File: config.mk
export PLATFORM = sky130hd
export DESIGN_NAME = slave_mode_controller_flat
export DESIGN_NICKNAME = d
export VERILOG_FILES = /design/src/rtl/gpt_pkg.sv /design/src/rtl/slave_mode_controller_if.sv /design/src/rtl/slave_mode_controller_trigger_filter.sv /design/src/rtl/slave_mode_controller.sv /design/src/flat_wrapper.sv
export SDC_FILE = /design/constraint.sdc
export NUM_CORES = 1
export LEC_CHECK = 0
export CORE_ASPECT_RATIO = 1.4
export CORE_MARGIN = 3
export CORE_UTILIZATION = 46
export DETAILED_ROUTE_END_ITERATION = 10
export HOLD_SLACK_MARGIN = 0.02
export PLACE_DENSITY_LB_ADDON = 0.15
export SLEW_MARGIN = 40
export SYNTH_ARGS = -nofsm -noshare
export SYNTH_HDL_FRONTEND = slang
export SYNTH_SLANG_ARGS = --single-unit
File: constraint.sdc
create_clock -name clk_i -period 1.75 [get_ports clk_i]
set_input_delay 0.35 -clock clk_i [delete_from_list [all_inputs] [get_ports clk_i]]
set_output_delay 0.35 -clock clk_i [all_outputs]
set_load 0.02 [all_outputs]
File: src/rtl/gpt_pkg.sv
// Shared encodings for the general-purpose timer slave mode controller:
// slave-mode / trigger-select codes, FSM states and the output bundle.
package gpt_pkg;

  typedef enum logic [2:0] {
    SMS_DISABLED = 3'b000,
    SMS_RESET    = 3'b100,
    SMS_GATED    = 3'b101,
    SMS_TRIGGER  = 3'b110,
    SMS_EXT_CLK  = 3'b111
  } sms_e;

  typedef enum logic [2:0] {
    TS_ITR0   = 3'b000,
    TS_ITR1   = 3'b001,
    TS_ITR2   = 3'b010,
    TS_ITR3   = 3'b011,
    TS_TI1FP1 = 3'b100,
    TS_TI2FP2 = 3'b101,
    TS_ETRF   = 3'b110,
    TS_NONE   = 3'b111
  } ts_e;

  typedef enum logic [1:0] {
    ST_IDLE,
    ST_PRIME,
    ST_ACTIVE,
    ST_TRIGGERED
  } smc_state_e;

  typedef struct packed {
    logic rst;
    logic gate;
    logic trig;
    logic ext_clk_en;
    logic tif;
  } smc_out_t;

  localparam smc_out_t SMC_OUT_RST = '{rst: 1'b0, gate: 1'b1, trig: 1'b0,
                                       ext_clk_en: 1'b0, tif: 1'b0};

  // Unlisted slave-mode codes fold onto "disabled".
  function automatic sms_e decode_sms(input logic [2:0] code);
    case (code)
      3'b100:  return SMS_RESET;
      3'b101:  return SMS_GATED;
      3'b110:  return SMS_TRIGGER;
      3'b111:  return SMS_EXT_CLK;
      default: return SMS_DISABLED;
    endcase
  endfunction

endpackage

File: src/rtl/slave_mode_controller_if.sv
// Mode/trigger inputs and time-base control outputs of the slave mode
// controller; slave modport is the controller, master the surrounding timer.
interface slave_mode_controller_if;
  logic [2:0] sms_i;
  logic [2:0] ts_i;
  logic [3:0] itr_i;
  logic       ti1fp1_i;
  logic       ti2fp2_i;
  logic       etr_i;
  logic       etp_i;
  logic       msm_i;
  logic       cen_i;
  logic       sm_reset_o;
  logic       sm_gate_o;
  logic       sm_trig_o;
  logic       ext_clk_en_o;
  logic       tif_o;

  modport slave (
    input  sms_i, ts_i, itr_i, ti1fp1_i, ti2fp2_i, etr_i, etp_i, msm_i, cen_i,
    output sm_reset_o, sm_gate_o, sm_trig_o, ext_clk_en_o, tif_o
  );

  modport master (
    output sms_i, ts_i, itr_i, ti1fp1_i, ti2fp2_i, etr_i, etp_i, msm_i, cen_i,
    input  sm_reset_o, sm_gate_o, sm_trig_o, ext_clk_en_o, tif_o
  );
endinterface

File: src/rtl/slave_mode_controller_trigger_filter.sv
// TRGI glitch filter: output follows the input only after FILTER_LEN
// consecutive equal samples. Compiled only with SMC_TRIG_FILTER_EN.
`ifdef SMC_TRIG_FILTER_EN
module trigger_filter #(
  parameter int unsigned FILTER_LEN = 4
) (
  input  logic clk_i,
  input  logic aresetn_i,
  input  logic clr_i,
  input  logic raw_i,
  output logic filt_o
);

  logic [3:0] cnt;

  always_ff @(posedge clk_i) begin
    if (!aresetn_i) begin
      cnt    <= '0;
      filt_o <= 1'b0;
    end else if (clr_i || (raw_i == filt_o)) begin
      cnt <= '0;
    end else if (cnt == 4'(FILTER_LEN - 1)) begin
      filt_o <= raw_i;
      cnt    <= '0;
    end else begin
      cnt <= cnt + 4'd1;
    end
  end

endmodule
`endif

File: src/rtl/slave_mode_controller.sv
// Timer slave mode controller: selects TRGI, detects its edges and drives the
// time base reset/gate/trigger/external-clock controls. Optional TRGI filter
// is enabled by defining SMC_TRIG_FILTER_EN.
module slave_mode_controller
  import gpt_pkg::*;
#(
  parameter int unsigned FILTER_LEN = 4
) (
  input logic                     clk_i,
  input logic                     aresetn_i,
  slave_mode_controller_if.slave  bus
);

  if (FILTER_LEN < 2 || FILTER_LEN > 15) begin : g_bad_filter_len
    $error("FILTER_LEN must be in 2..15");
  end

  logic       etr_s1, etr_s2;
  logic [2:0] sms_q, ts_q;
  logic       trgi_raw, trgi, trgi_q;
  logic       cfg_change, edge_r, edge_f;
  sms_e       mode;
  smc_state_e state, state_nxt;
  smc_out_t   p1, p1_nxt, p2, out_sel;

  assign mode       = decode_sms(bus.sms_i);
  assign cfg_change = (bus.sms_i != sms_q) || (bus.ts_i != ts_q);
  assign edge_r     = trgi & ~trgi_q;
  assign edge_f     = ~trgi & trgi_q;

  always_ff @(posedge clk_i) begin
    if (!aresetn_i) begin
      etr_s1 <= 1'b0;
      etr_s2 <= 1'b0;
      trgi_q <= 1'b0;
      sms_q  <= '0;
      ts_q   <= '0;
    end else begin
      etr_s1 <= bus.etr_i;
      etr_s2 <= etr_s1;
      trgi_q <= trgi;
      sms_q  <= bus.sms_i;
      ts_q   <= bus.ts_i;
    end
  end

  always_comb begin
    trgi_raw = 1'b0;
    case (ts_e'(bus.ts_i))
      TS_ITR0, TS_ITR1, TS_ITR2, TS_ITR3: trgi_raw = bus.itr_i[bus.ts_i[1:0]];
      TS_TI1FP1: trgi_raw = bus.ti1fp1_i;
      TS_TI2FP2: trgi_raw = bus.ti2fp2_i;
      TS_ETRF:   trgi_raw = etr_s2 ^ bus.etp_i;
      default:   trgi_raw = 1'b0;
    endcase
  end

`ifdef SMC_TRIG_FILTER_EN
  logic ts_change;
  assign ts_change = (bus.ts_i != ts_q);

  trigger_filter #(.FILTER_LEN(FILTER_LEN)) u_trigger_filter (
    .clk_i     (clk_i),
    .aresetn_i (aresetn_i),
    .clr_i     (ts_change),
    .raw_i     (trgi_raw),
    .filt_o    (trgi)
  );
`else
  assign trgi = trgi_raw;
`endif

  // Config changes win over edges: the edge seen on the change cycle is
  // against the old source, so it is dropped and PRIME re-baselines trgi_q.
  always_comb begin
    state_nxt = state;
    p1_nxt    = SMC_OUT_RST;
    if (mode == SMS_GATED) p1_nxt.gate = trgi;
    if (mode == SMS_DISABLED) begin
      state_nxt = ST_IDLE;
    end else if (state == ST_IDLE || cfg_change) begin
      state_nxt = ST_PRIME;
    end else begin
      case (state)
        ST_PRIME: state_nxt = ST_ACTIVE;
        ST_ACTIVE: begin
          case (mode)
            SMS_RESET: begin
              p1_nxt.rst = edge_r;
              p1_nxt.tif = edge_r;
            end
            SMS_GATED:   p1_nxt.tif = edge_r | edge_f;
            SMS_TRIGGER: begin
              if (edge_r) begin
                p1_nxt.trig = 1'b1;
                p1_nxt.tif  = 1'b1;
                state_nxt   = ST_TRIGGERED;
              end
            end
            SMS_EXT_CLK: p1_nxt.ext_clk_en = edge_r;
            default: ;
          endcase
        end
        ST_TRIGGERED: if (!bus.cen_i) state_nxt = ST_ACTIVE;
        default: state_nxt = ST_IDLE;
      endcase
    end
  end

  always_ff @(posedge clk_i) begin
    if (!aresetn_i) begin
      state <= ST_IDLE;
      p1    <= SMC_OUT_RST;
      p2    <= SMC_OUT_RST;
    end else begin
      state <= state_nxt;
      p1    <= p1_nxt;
      p2    <= p1;
      if (cfg_change) begin
        p2.rst        <= 1'b0;
        p2.trig       <= 1'b0;
        p2.ext_clk_en <= 1'b0;
        p2.tif        <= 1'b0;
      end
    end
  end

  assign out_sel          = bus.msm_i ? p2 : p1;
  assign bus.sm_reset_o   = out_sel.rst;
  assign bus.sm_gate_o    = out_sel.gate;
  assign bus.sm_trig_o    = out_sel.trig;
  assign bus.ext_clk_en_o = out_sel.ext_clk_en;
  assign bus.tif_o        = out_sel.tif;

endmodule

File: src/flat_wrapper.sv
// flat-port wrapper written by rule: the top's interface ports become plain ports
module slave_mode_controller_flat import gpt_pkg::*;
#(
  parameter int unsigned FILTER_LEN = 4
)
  (clk_i, aresetn_i, bus_sms_i, bus_ts_i, bus_itr_i, bus_ti1fp1_i, bus_ti2fp2_i, bus_etr_i, bus_etp_i, bus_msm_i, bus_cen_i, bus_sm_reset_o, bus_sm_gate_o, bus_sm_trig_o, bus_ext_clk_en_o, bus_tif_o);
  slave_mode_controller_if bus_i ();
  input logic clk_i;
  input logic aresetn_i;
  input wire logic [$bits(bus_i.sms_i)-1:0] bus_sms_i;
  input wire logic [$bits(bus_i.ts_i)-1:0] bus_ts_i;
  input wire logic [$bits(bus_i.itr_i)-1:0] bus_itr_i;
  input wire logic [$bits(bus_i.ti1fp1_i)-1:0] bus_ti1fp1_i;
  input wire logic [$bits(bus_i.ti2fp2_i)-1:0] bus_ti2fp2_i;
  input wire logic [$bits(bus_i.etr_i)-1:0] bus_etr_i;
  input wire logic [$bits(bus_i.etp_i)-1:0] bus_etp_i;
  input wire logic [$bits(bus_i.msm_i)-1:0] bus_msm_i;
  input wire logic [$bits(bus_i.cen_i)-1:0] bus_cen_i;
  output wire logic [$bits(bus_i.sm_reset_o)-1:0] bus_sm_reset_o;
  output wire logic [$bits(bus_i.sm_gate_o)-1:0] bus_sm_gate_o;
  output wire logic [$bits(bus_i.sm_trig_o)-1:0] bus_sm_trig_o;
  output wire logic [$bits(bus_i.ext_clk_en_o)-1:0] bus_ext_clk_en_o;
  output wire logic [$bits(bus_i.tif_o)-1:0] bus_tif_o;
  assign bus_i.sms_i = bus_sms_i;
  assign bus_i.ts_i = bus_ts_i;
  assign bus_i.itr_i = bus_itr_i;
  assign bus_i.ti1fp1_i = bus_ti1fp1_i;
  assign bus_i.ti2fp2_i = bus_ti2fp2_i;
  assign bus_i.etr_i = bus_etr_i;
  assign bus_i.etp_i = bus_etp_i;
  assign bus_i.msm_i = bus_msm_i;
  assign bus_i.cen_i = bus_cen_i;
  assign bus_sm_reset_o = bus_i.sm_reset_o;
  assign bus_sm_gate_o = bus_i.sm_gate_o;
  assign bus_sm_trig_o = bus_i.sm_trig_o;
  assign bus_ext_clk_en_o = bus_i.ext_clk_en_o;
  assign bus_tif_o = bus_i.tif_o;
  slave_mode_controller #(.FILTER_LEN(FILTER_LEN)) u_core (.clk_i(clk_i), .aresetn_i(aresetn_i), .bus(bus_i));
endmodule
# After elaboration in Yosys (flattened, before gate mapping)
# Cells that the tools add are included.
# totals
regBits	21
output_inout_bits	5
word_cells	82
# classes
order_cmp	1
eq_ne	25
mux	12
n_bitwise	11
reduce_logical	16
# op_table
op	count
3-bit equality test (second input constant)	11
5-bit OR reduction	3
3-bit one-hot mux with 4 select lines	1
4-bit OR reduction	2
1-bit NOT	7
3-bit by 2-bit equality test with 1-bit output (second input constant)	2
3-bit logical NOT	2
2-bit 2-to-1 mux	3
3-bit by 1-bit inequality test with 1-bit output (second input constant)	2
3-bit inequality test	2
2-bit one-hot mux with 3 select lines	1
3-bit AND reduction	2
5-bit 2-to-1 mux	1
2-bit equality test (second input constant)	2
2-bit by 1-bit inequality test with 1-bit output (second input constant)	2
1-bit one-hot mux with 4 select lines	1
2-bit OR reduction	2
3-bit by 1-bit equality test with 1-bit output (second input constant)	1
2-bit by 3-bit less-than comparator with 1-bit output (second input constant)	1
1-bit 2-to-1 mux	3
3-bit by 2-bit inequality test with 1-bit output (second input constant)	1
1-bit one-hot mux with 3 select lines	1
3-bit OR reduction	1
1-bit AND	2
other kinds (8)	9

# Longest topological paths before layout
# Gate-level depths: netlist of the first run.
# depth
ltp_word	8
depth_mapped	8
mapped_depth_nobuf	8

# Worst setup path before layout of the first run
# No wires, ideal clock.
# synth_path
path_kind	input to register
from	input port bus_ts_i[0]
to	register u_core.p1[0] (netlist bit)
setup_ns	0.092
arrival_ns	1.526
required_time_ns	1.658
setup_slack_ns	0.132
path_stages	7
path_buffers	0
path_cell_list	mux4_2 -> nor2_2 -> a211oi_2 -> ha_1 -> nor2_1 -> mux2i_1 -> nor4_1
# synth_between
elab_chain_len	7
word_cells_on_any_way	21
classes_between	eq/ne: 7; mux: 5; bitwise: 4; reduce/logical: 5
# synth_rtl
element	line	source
start: declaration	flat_wrapper.sv:11	input wire logic [$bits(bus_i.ts_i)-1:0] bus_ts_i;
3-bit by 1-bit equality test with 1-bit output, or another cell as far along	slave_mode_controller.sv:49	case (ts_e'(bus.ts_i))
4-bit OR reduction / 1-bit 2-to-1 mux (equally long branches)	slave_mode_controller.sv:49, slave_mode_controller.sv:50	
1-bit one-hot mux with 4 select lines *	slave_mode_controller.sv:49	
via u_core.trgi	slave_mode_controller.sv:20	logic trgi_raw, trgi, trgi_q;
1-bit NOT	slave_mode_controller.sv:29	assign edge_f = ~trgi & trgi_q;
1-bit AND	slave_mode_controller.sv:29	
1-bit bitwise OR	slave_mode_controller.sv:92	SMS_GATED: p1_nxt.tif = edge_r | edge_f;
1-bit one-hot mux with 3 select lines *	slave_mode_controller.sv:87	case (mode)
end signal: assignment	slave_mode_controller.sv:117	p1 <= p1_nxt;
end: declaration	slave_mode_controller.sv:24	smc_out_t p1, p1_nxt, p2, out_sel;
# Mark *: on every way through the listed nets, which the timed path passes. The rest lies on a longest branch. The select of a mux whose other input is x is not followed.
# A chain may end at the register's enable or synchronous reset.

# Worst setup path in the final report of the first run
# layout_path
from	input port bus_msm_i
to	output port bus_ext_clk_en_o
# layout_between
elab_chain_len	1
# layout_rtl
element	line	source
start: declaration	flat_wrapper.sv:17	input wire logic [$bits(bus_i.msm_i)-1:0] bus_msm_i;
5-bit 2-to-1 mux	slave_mode_controller.sv:128	assign out_sel = bus.msm_i ? p2 : p1;
end: declaration	flat_wrapper.sv:22	output wire logic [$bits(bus_i.ext_clk_en_o)-1:0] bus_ext_clk_en_o;
# Every way passes these cells.

==> results of run 1 <==
[worst min path at each step]
stage                        from              to  slack [ns]  depth (start not counted)
CTS                   bus_ts_i[0]  u_core.ts_q[0]        0.43                          3
finish                bus_ts_i[2]  u_core.ts_q[2]        0.41                          3
global placement     u_core.p1[3]    u_core.p2[3]        0.42                          1
global route          bus_ts_i[2]  u_core.ts_q[2]        0.43                          3
detailed placement  u_core.etr_s1   u_core.etr_s2        0.43                          1
floorplan            u_core.p1[3]    u_core.p2[3]        0.41                          1
[stage by stage]
step / hold slack (ns) / instances / worst slack (ns) / area [sq um] / utilization, %
3_3_place_gp: 0.422 / 132 / -0.456 / 1170 / 70.3
3_5_place_dp: 0.426 / 132 / -0.536 / 1170 / 70.3
5_1_grt: 0.435 / 136 / -0.000313 / 1190 / 71.6
2_1_floorplan: 0.407 / 83 / 0.132 / 855 / -
4_1_cts: 0.430 / 136 / 0.00148 / 1170 / 70.8
6_report: 0.412 / 136 / 0.0679 / 1190 / 71.6
[cells in the mapped netlist]
cell / number
and2_2: 2
nor4_1: 4
ha_1: 1
and3_1: 4
a21o_2: 1
xor2_1: 6
o21ai_0: 1
xnor2_1: 1
dfxtp_1: 21
nor3_1: 2
nand2b_1: 4
mux2i_1: 1
and2_1: 7
mux2_2: 5
nand2_1: 7
or4b_1: 1
clkbuf_1: 2
nor2_2: 1
and4b_2: 1
inv_1: 2
nor4b_1: 1
mux4_2: 1
a21oi_1: 1
a211oi_2: 1
nor2_1: 5
[per-layer routing]
layer  part of all wire [%]  GRT usage, %  vias to the layer above
li1                       -             -                      348
met1                     37          14.9                      316
met2                     55          30.3                       22
met3                    5.1          3.47                        5
met4                    2.3          8.00                        0
met5                      0             0                        -
[power breakdown]
group,internal (mW),switching [mW],total (mW)
Combinational,0.0753,0.0543,0.130
Sequential,0.491,0.00523,0.497
Clock,0.0891,0.144,0.233
[flip-flops by register name, summed over array words and instances (netlist names)]
name / flops
u_core.etr_s1: 1
u_core.etr_s2: 1
u_core.p1: 5
u_core.p2: 5
u_core.sms_q: 3
u_core.state: 2
u_core.trgi_q: 1
u_core.ts_q: 3
[cell type report]
cell class | instances | area, sq um | area share, %
clock buffers | 4 | 26.3 | 2.21
inverters | 2 | 7.51 | 0.632
multi-input cells | 58 | 430 | 36.2
flip-flops and latches | 21 | 420 | 35.4
well taps | 19 | 23.8 | 2.00
repair buffers | 32 | 280 | 23.6
[cell families (layout without fill, tap and decap cells)]
kind of cell / count (synthesis) / count (layout) / synth area share (%)
and+or+nand+nor: 39 / 39 / 26.4
DFF: 21 / 21 / 49.2
xor gates and xnor gates: 7 / 7 / 7.17
muxes: 7 / 7 / 10.4
AOI/OAI and AO/OA: 4 / 4 / 3.66
buffers and inverters: 4 / 38 / 1.76
adders and majority gates: 1 / 1 / 1.46
[timing repair]
action | in CTS | in global routing
endpoints found under the setup margin | 16 | 5
hold endpoints to repair | 0 | 0
hold buffers | 0 | 0
pin swaps | 8 | 5
gates resized for setup | 19 | 4
[critical path, cell delays in order]
cell	delay (ns)
dlygate4sd2_1	0.31
mux2_2	0.35
dlygate4sd2_1	0.32
[cell usage in the layout, fill, tap and decap left out, drive strengths merged]
cell type      count
clkdlybuf4s15      1
nand2              7
nor4b              1
buf               11
xor2               6
clkbuf             4
nor4               4
xnor2              1
nand2b             4
or4b               1
dlymetal6s2s       1
and2               9
dfxtp             21
mux4               1
mux2               5
a211oi             1
ha                 1
o21ai              1
and3               4
nor2               6
mux2i              1
inv                2
and4b              1
nor3               2
dlygate4sd2       13
a21oi              1
clkdlybuf4s50      6
a21o               1
==> flow_summary.toml, run 1 <==
[cts]
clk_pin_slew_ns = 0.11
cts_buffers = 3
clk_latency_ns = 0.31
cts_setup_buffers = 0
cts_tree = "done"
cts_max_path_buffers = 2
clockRootBuffer = "clkbuf_4"
clkSinkCount = 21
htreeDepth = 1

[power_and_ir_drop]
total_power_mw = 0.860
p_per_area_mw_per_mm2 = 723
leakage_nw = 0.543
ir_drop_v = 0.000446

[run_status]
status = "finished, final reports clean"

[logic_synthesis]
yosysTopAreaCellShare_pct = 49.2
synth_warnings = 0
avgSynthCellArea_sq_um = 10.3
synth.distinct_cells = 25
synth_largest_area_cell = "dfxtp_1"
yosysSeqAreaShare_pct = 49.2
synthCells = 83
synth_nets = 102
ys_ff_latch = 21
synthTopCellsByArea = "dfxtp_1 (49%), mux2_2 (6.6%), xor2_1 (6.1%), and2_1 (5.1%), nand2_1 (3.1%)"
synth_area_sq_um = 855

[final_layout]
finalNetCount = 137
syn_to_final_growth_pct = 39.1
fill_cells = 157
antenna_cells = 0
drive_gt1_share_pct = 23.9

[floorplan]
std_cell_rows = 17
core_sq_mm = 0.00166
start_util_pct = 51.5
die_w_um = 42.4
die_y_um = 57
dieArea_sq_mm = 0.00242
io_pins = 23

[route]
drt_first_pass_iters = 4
drc = 0
viasPerCell = 5.08
ant_nets = 0
wirelength_mm = 1.68
wl_per_cell_um = 12.3
vias = 691
drt_iter0_drc = 19

[placement]
io_buffer_count = 22
post-dp-hpwl_mm = 1.31
globalplace.congestion = 0.708

[setup_path]
endpoint = "bus_ext_clk_en_o"
worst_ep_arrival_time_ns = 1.33
start_kind = "input port"
reg2regPathDepth = 7
worstPathRequired_ns = 1.40
worst-path-max-fanout = 5
crit_start = "bus_msm_i"
rrSetupSlack_ns = 0.19
r2r-start = "u_core.etr_s2"
endpoint_kind = "primary output"
setup.worst_path.class = "input port to primary output"
r2r_end = "u_core.p1[0]"

[timing]
worstMarginPinSlew_ns = 0.316
period_share_pct = 96.1
fin_worst_skew_ns = 0.00255
finalHoldViolCount = 0
setup_tns_ns = 0
max_freq_mhz = 594
post-route-min-period_ns = 1.68
setup_violations = 0
slew_viol_final = 0
relSlewSlack_pct = 78.7

[flow_run]
cap_violations = 0

[global_route]
gr-usage-all-layers_pct = 15.7
first_global_vias = 732
grt_pass1_wl_mm = 2.88
antenna_found_initial = 0
grt_max_degree = 14
grt.overflow.total = 0

[min_path]
holdCritPathClass = "input port to flop"
Power figures use the tool's default switching activity.
==> run 2: changes to the inputs <==
--- a/config.mk
+++ b/config.mk
@@ -5,9 +5,9 @@
 export SDC_FILE = /design/constraint.sdc
 export NUM_CORES = 1
 export LEC_CHECK = 0
-export CORE_ASPECT_RATIO = 1.4
 export CORE_MARGIN = 3
-export CORE_UTILIZATION = 46
+export CORE_UTILIZATION = 48
+export CTS_BUF_LIST = sky130_fd_sc_hd__clkbuf_8
 export DETAILED_ROUTE_END_ITERATION = 10
 export HOLD_SLACK_MARGIN = 0.02
 export PLACE_DENSITY_LB_ADDON = 0.15
==> run 2 against run 1 <==
Sequential share of layout area down 0.80 points. Wire length up 11%. Flip-flop and latch count unchanged. Worst setup slack worse by 0.015 ns. First-iteration DRC count down 47%. Critical path type is now input port to flop. Largest power group unchanged.
==> flow_summary.toml, run 2 (same netlist as run 1, synthesis figures left out) <==
[run_status]
status = "finished, final reports clean"

[power_and_ir_drop]
leakage_nw = 0.543
netSwitchingPower_mw = 0.217
switching_share_pct = 23.0
p_per_area_mw_per_mm2 = 776
power.share.sequential_pct = 52.6
p_clk_share_pct = 32.4
combPwrFrac_pct = 15.0
ir_drop_v = 0.000569
internal_power_mw = 0.726
total_power_mw = 0.944

[timing]
slew_viol_final = 0
relSlewSlack_pct = 82.9
period_share_pct = 97.0
rsz0062_at_grt = "yes"
post-route-min-period_ns = 1.70
worstMarginPinSlew_ns = 0.253
max_freq_mhz = 589
finalHoldViolCount = 0
fin_worst_skew_ns = 0.00180
setup_violations = 0
fin_hold_ws_ns = 0.442

[floorplan]
start_util_pct = 53.6
dieArea_sq_mm = 0.00232
std_cell_rows = 14
die_w_um = 48.2
die_y_um = 48.2
io_pins = 23
core_sq_mm = 0.00159

[setup_path]
endpoint_kind = "flop"
rrSetupSlack_ns = 0.13
r2r-start = "u_core.etr_s2"
crit_start = "bus_itr_i[1]"
r2r_end = "u_core.state[0]"
worst-path-max-fanout = 2
endpoint = "u_core.p1[3]"
setup.worst_path.class = "input port to flop"
reg2regPathDepth = 8
start_kind = "input port"
worstPathRequired_ns = 1.88
worst_ep_arrival_time_ns = 1.83

[route]
drc = 0
wl_per_cell_um = 13.2
drt_iter0_drc = 10
drt_first_pass_iters = 4
ant_nets = 0
viasPerCell = 4.99
wirelength_mm = 1.85
vias = 699

[cts]
clkSinkCount = 21
htreeDepth = 1
cts_buffers = 3
clk_pin_slew_ns = 0.07
clockRootBuffer = "clkbuf_8"
cts_max_path_buffers = 2
clk_latency_ns = 0.26
cts_hold_buf = 0
cts_tree = "done"

[final_layout]
antenna_cells = 0
finalNetCount = 136
fin_util_pct = 76.3
finalNonFillerCells = 140
syn_to_final_growth_pct = 42.3
mostFrequentLayoutCell = "dfxtp_1"
drive_gt1_share_pct = 24.1
final_cell_mix = "dfxtp_1 (21), dlygate4sd2_1 (11), buf_4 (9)"
largestRegisters = "u_core.p1: 5 flops, u_core.p2: 5 flops"

[placement]
globalplace.congestion = 0.846
place_inst = 135
post-dp-hpwl_mm = 1.32
io_buffer_count = 22

[global_route]
grt.overflow.total = 0
grt_max_degree = 14
gr-usage-all-layers_pct = 18.7
grt_pass1_wl_mm = 2.96
antenna_found_initial = 0
first_global_vias = 704

[flow_run]
cap_violations = 0

[min_path]
holdCritPathClass = "flop to flop"
==> run 2: cell count changes in the layout (fill, tap and decap cells not counted), moves of 2 or more <==
cell	previous run	this run
clkbuf_8	0	3
clkdlybuf4s15_1	1	4
clkbuf_4	3	0
dlygate4sd2_1	13	11
==> run 2: power groups by stage <==
stage | sequential [mW] | clock (mW) | combinational, mW
final | 0.496 | 0.306 | 0.142
after global routing | 0.498 | 0.336 | 0.156
after detailed placement | 0.507 | 0 | 0.131
after floorplan | 0.506 | 0 | 0.0590
after CTS | 0.496 | 0.313 | 0.136
after global placement | 0.507 | 0 | 0.127
==> run 2: repair_timing <==
item | CTS | global route
pin swaps | 9 | 2
setup buffers | 1 | 0
gates resized for setup | 25 | 3
setup endpoints to repair | 12 | 6
==> run 2: metal layers <==
layer / vias to the layer above / wire [um] / GRT usage, %
li1: 348 / - / -
met3: 4 / 74 / 3.69
met1: 330 / 805 / 22.0
met4: 0 / 21 / 8.06
met5: - / 0 / 0
met2: 17 / 949 / 32.6
==> run 2: layout make-up <==
class | count | area (sq um)
Fill cell | 120 | 378
Clock inverter | 1 | 3.75
Inverter | 2 | 7.51
Tap cell | 24 | 30.0
Clock buffer | 3 | 41.3
Multi-Input combinational cell | 58 | 444
Sequential cell | 21 | 420
Timing Repair Buffer | 31 | 269
==> run 2: stage by stage <==
stage / setup TNS (ns) / cell area (sq um) / setup WS [ns]
after floorplan: 0 / 855 / 0.132
after global placement: -5.53 / 1160 / -0.437
after detailed placement: -6.13 / 1160 / -0.492
after CTS: 0 / 1200 / 0.0124
after global routing: -0.0776 / 1220 / -0.0276
final: 0 / 1220 / 0.0525
==> run 2: how the worst min path moves through the flow <==
| stage | start | endpoint | slack, ns | cells past startpoint |
|---|---|---|---|---|
| floorplan | u_core.p1[3] | u_core.p2[3] | 0.41 | 1 |
| detailed placement | u_core.etr_s1 | u_core.etr_s2 | 0.43 | 1 |
| global route | u_core.etr_s1 | u_core.etr_s2 | 0.45 | 1 |
| CTS | u_core.etr_s1 | u_core.etr_s2 | 0.44 | 1 |
| finish | u_core.p1[3] | u_core.p2[3] | 0.44 | 1 |
| global placement | u_core.p1[3] | u_core.p2[3] | 0.42 | 1 |
==> run 2: worst max-delay path, cell delays in order <==
cell and delay (ns):
clkdlybuf4s15_1 0.19, mux4_2 0.49, nor2_4 0.12, a211oi_4 0.05, buf_4 0.14, or4b_4 0.50
==> run 3: changes to the inputs <==
--- a/config.mk
+++ b/config.mk
@@ -8,6 +8,7 @@
 export CORE_MARGIN = 3
 export CORE_UTILIZATION = 48
 export CTS_BUF_LIST = sky130_fd_sc_hd__clkbuf_8
+export CTS_CLUSTER_DIAMETER = 120
 export DETAILED_ROUTE_END_ITERATION = 10
 export HOLD_SLACK_MARGIN = 0.02
 export PLACE_DENSITY_LB_ADDON = 0.15
==> results of run 3 <==
The final DEF is identical to that of run 2; final timing and power are the same.
==> RTL edit (config.mk and constraints of run 1) <==
Encoding of `smc_state_e`: now one-hot (4 bits for 4 states).
--- a/src/rtl/gpt_pkg.sv
+++ b/src/rtl/gpt_pkg.sv
@@ -22,9 +22,9 @@
   } ts_e;
 
-  typedef enum logic [1:0] {
-    ST_IDLE,
-    ST_PRIME,
-    ST_ACTIVE,
-    ST_TRIGGERED
+  typedef enum logic [3:0] {
+    ST_IDLE      = 4'b0001,
+    ST_PRIME     = 4'b0010,
+    ST_ACTIVE    = 4'b0100,
+    ST_TRIGGERED = 4'b1000
   } smc_state_e;
 
Check against the original RTL: same outputs for any inputs over 10 cycles, from zero or initial values and one cycle with aresetn_i low; not proved beyond that.
==> RTL edit against run 1 <==
  * Global-route usage down 0.37 points
  * Highest routed layer unchanged
  * Setup slack worse by 0.011 ns
  * Design area up 10%
  * Register-to-register slack worse by 0.04 ns
  * Sequential cell count up 2
  * Total power up 7.5%
  * Synthesized area up 13%
  * Wire length up 5.9%
  * Non-clock buffer count unchanged
==> RTL edit: results (changes against run 1) <==
DRT iter0 DRCs: 12 (-7)
Filler cells: 177 (+13%)
Hold/Removal Path Class: input port to flop
setup bufs post-CTS: 1 (+1)
Max VDD drop: 0.000473 V (+6.0%)
DR WL/cell: 11.8 µm (-4.0%)
first-pass GRT wire length: 2930 µm (+1.9%)
Main synth FF type: dfxtp_1
share of layout cells above drive strength 1: 0.233 (-0.00676)
Compound-Gate Fraction of Synth Area: 0.0584 (+0.0218)
Netlist cell types: 29 (+16%)
top flop regs: u_core.p1: 5 flops, u_core.p2: 5 flops, u_core.state: 4 flops
first-pass iteration count of the detailed router: 4 (unchanged)
met2 Usage GRT: 0.298 (-0.00509)
Comb power frac: 0.156 (+0.005)
post-synthesis xor/xnor area fraction: 0.0727 (+0.000985)
top routing layer in use: met4
clk_skew: 0.00107 ns (-0.00148 ns)
met3 usage: 0.0301 (-0.00458)
GRT met1 Usage: 0.138 (-0.0109)
All-Layer GR Usage: 0.153 (-0.00372)
post-synth net total: 114 (+12%)
sequential power: 546 µW (+9.9%)
Worst Min Path Start: bus_ts_i[0]
synthesis warning total: 0 (unchanged)
most instantiated cells after synthesis: dfxtp_1, nor2_1, and2_1
Critical path origin: bus_msm_i
Routed met3 length: 100 µm (+16%)
R2R Path End: u_core.state[3]$_SDFFE_PP0P_
Resize count post-CTS: 16 (-3)
routability cong.: 0.780 (+10%)
ANT cells: 0 (unchanged)
Seq/Total Area, Yosys: 0.478 (-0.0140)
FF-to-FF path depth: 9 (+2)
post-place instance area: 1280 µm² (+9.4%)
Internal Power: 705 µW (+7.5%)
DP HPWL: 1380 µm (+5.7%)
wire length on met1: 682 µm (+8.6%)
ys async rst share: 0 (unchanged)
mux cell area share after synthesis: 0.0922 (-0.0117)
Critical Path Sink: bus_ext_clk_en_o
Synth Area in Adders: 0.0130 (-0.00165)
status: finished clean
DR WL met2: 965 µm (+4.7%)
Rel. slew slack: 0.775 (-0.0124)
Reg2Reg Setup Slack: 0.15 ns (-0.04 ns)
vias post-DR: 761 (+10%)
Endpoint, Worst Hold: u_core.ts_q[0]$_SDFF_PN0_
pwr dens: 707 nW/µm² (-2.3%)
Crit. End Element: primary output
hold_ws: 0.415 ns (+0.00259 ns)
vias in the first global route: 724 (-1.1%)
Static Leakage: 0.000586 µW (+7.8%)
largest cells by area after synthesis: dfxtp_1, xor2_1, mux2_2
Final nets: 149 (+8.8%)
[RTL edit: changes by cell type after synthesis, moves of 2 or more]
cell and change:
nand4b_1 +2, a21oi_1 +2, and2_2 -2, nor4_1 -4, nand3_1 +2, dfxtp_1 +2
nand3b_1 +2, nand2_1 -2, nor2_1 +5, nand2b_1 -2, nor2b_1 +2
[RTL edit: critical path: stages]
cell and delay (ns):
dlygate4sd2_1 0.32, mux2_2 0.36, dlygate4sd2_1 0.32
[RTL edit: area by class of cell]
type / count / area share
clock inverters: 1 / 0.00383
well taps: 21 / 0.0201
repair buffers: 32 / 0.211
flip-flops and latches: 23 / 0.353
clock buffers: 3 / 0.0172
multi-input cells: 67 / 0.387
inverters: 3 / 0.00861
[RTL edit: metrics by stage]
step | power, µW | std cells | worst slack, ns
after floorplan | 621 | 95 | 0.0198
after global placement | 700 | 145 | -0.514
after detailed placement | 704 | 145 | -0.556
after CTS | 942 | 150 | 0.0260
after global routing | 979 | 150 | 0.000524
final | 924 | 150 | 0.0573
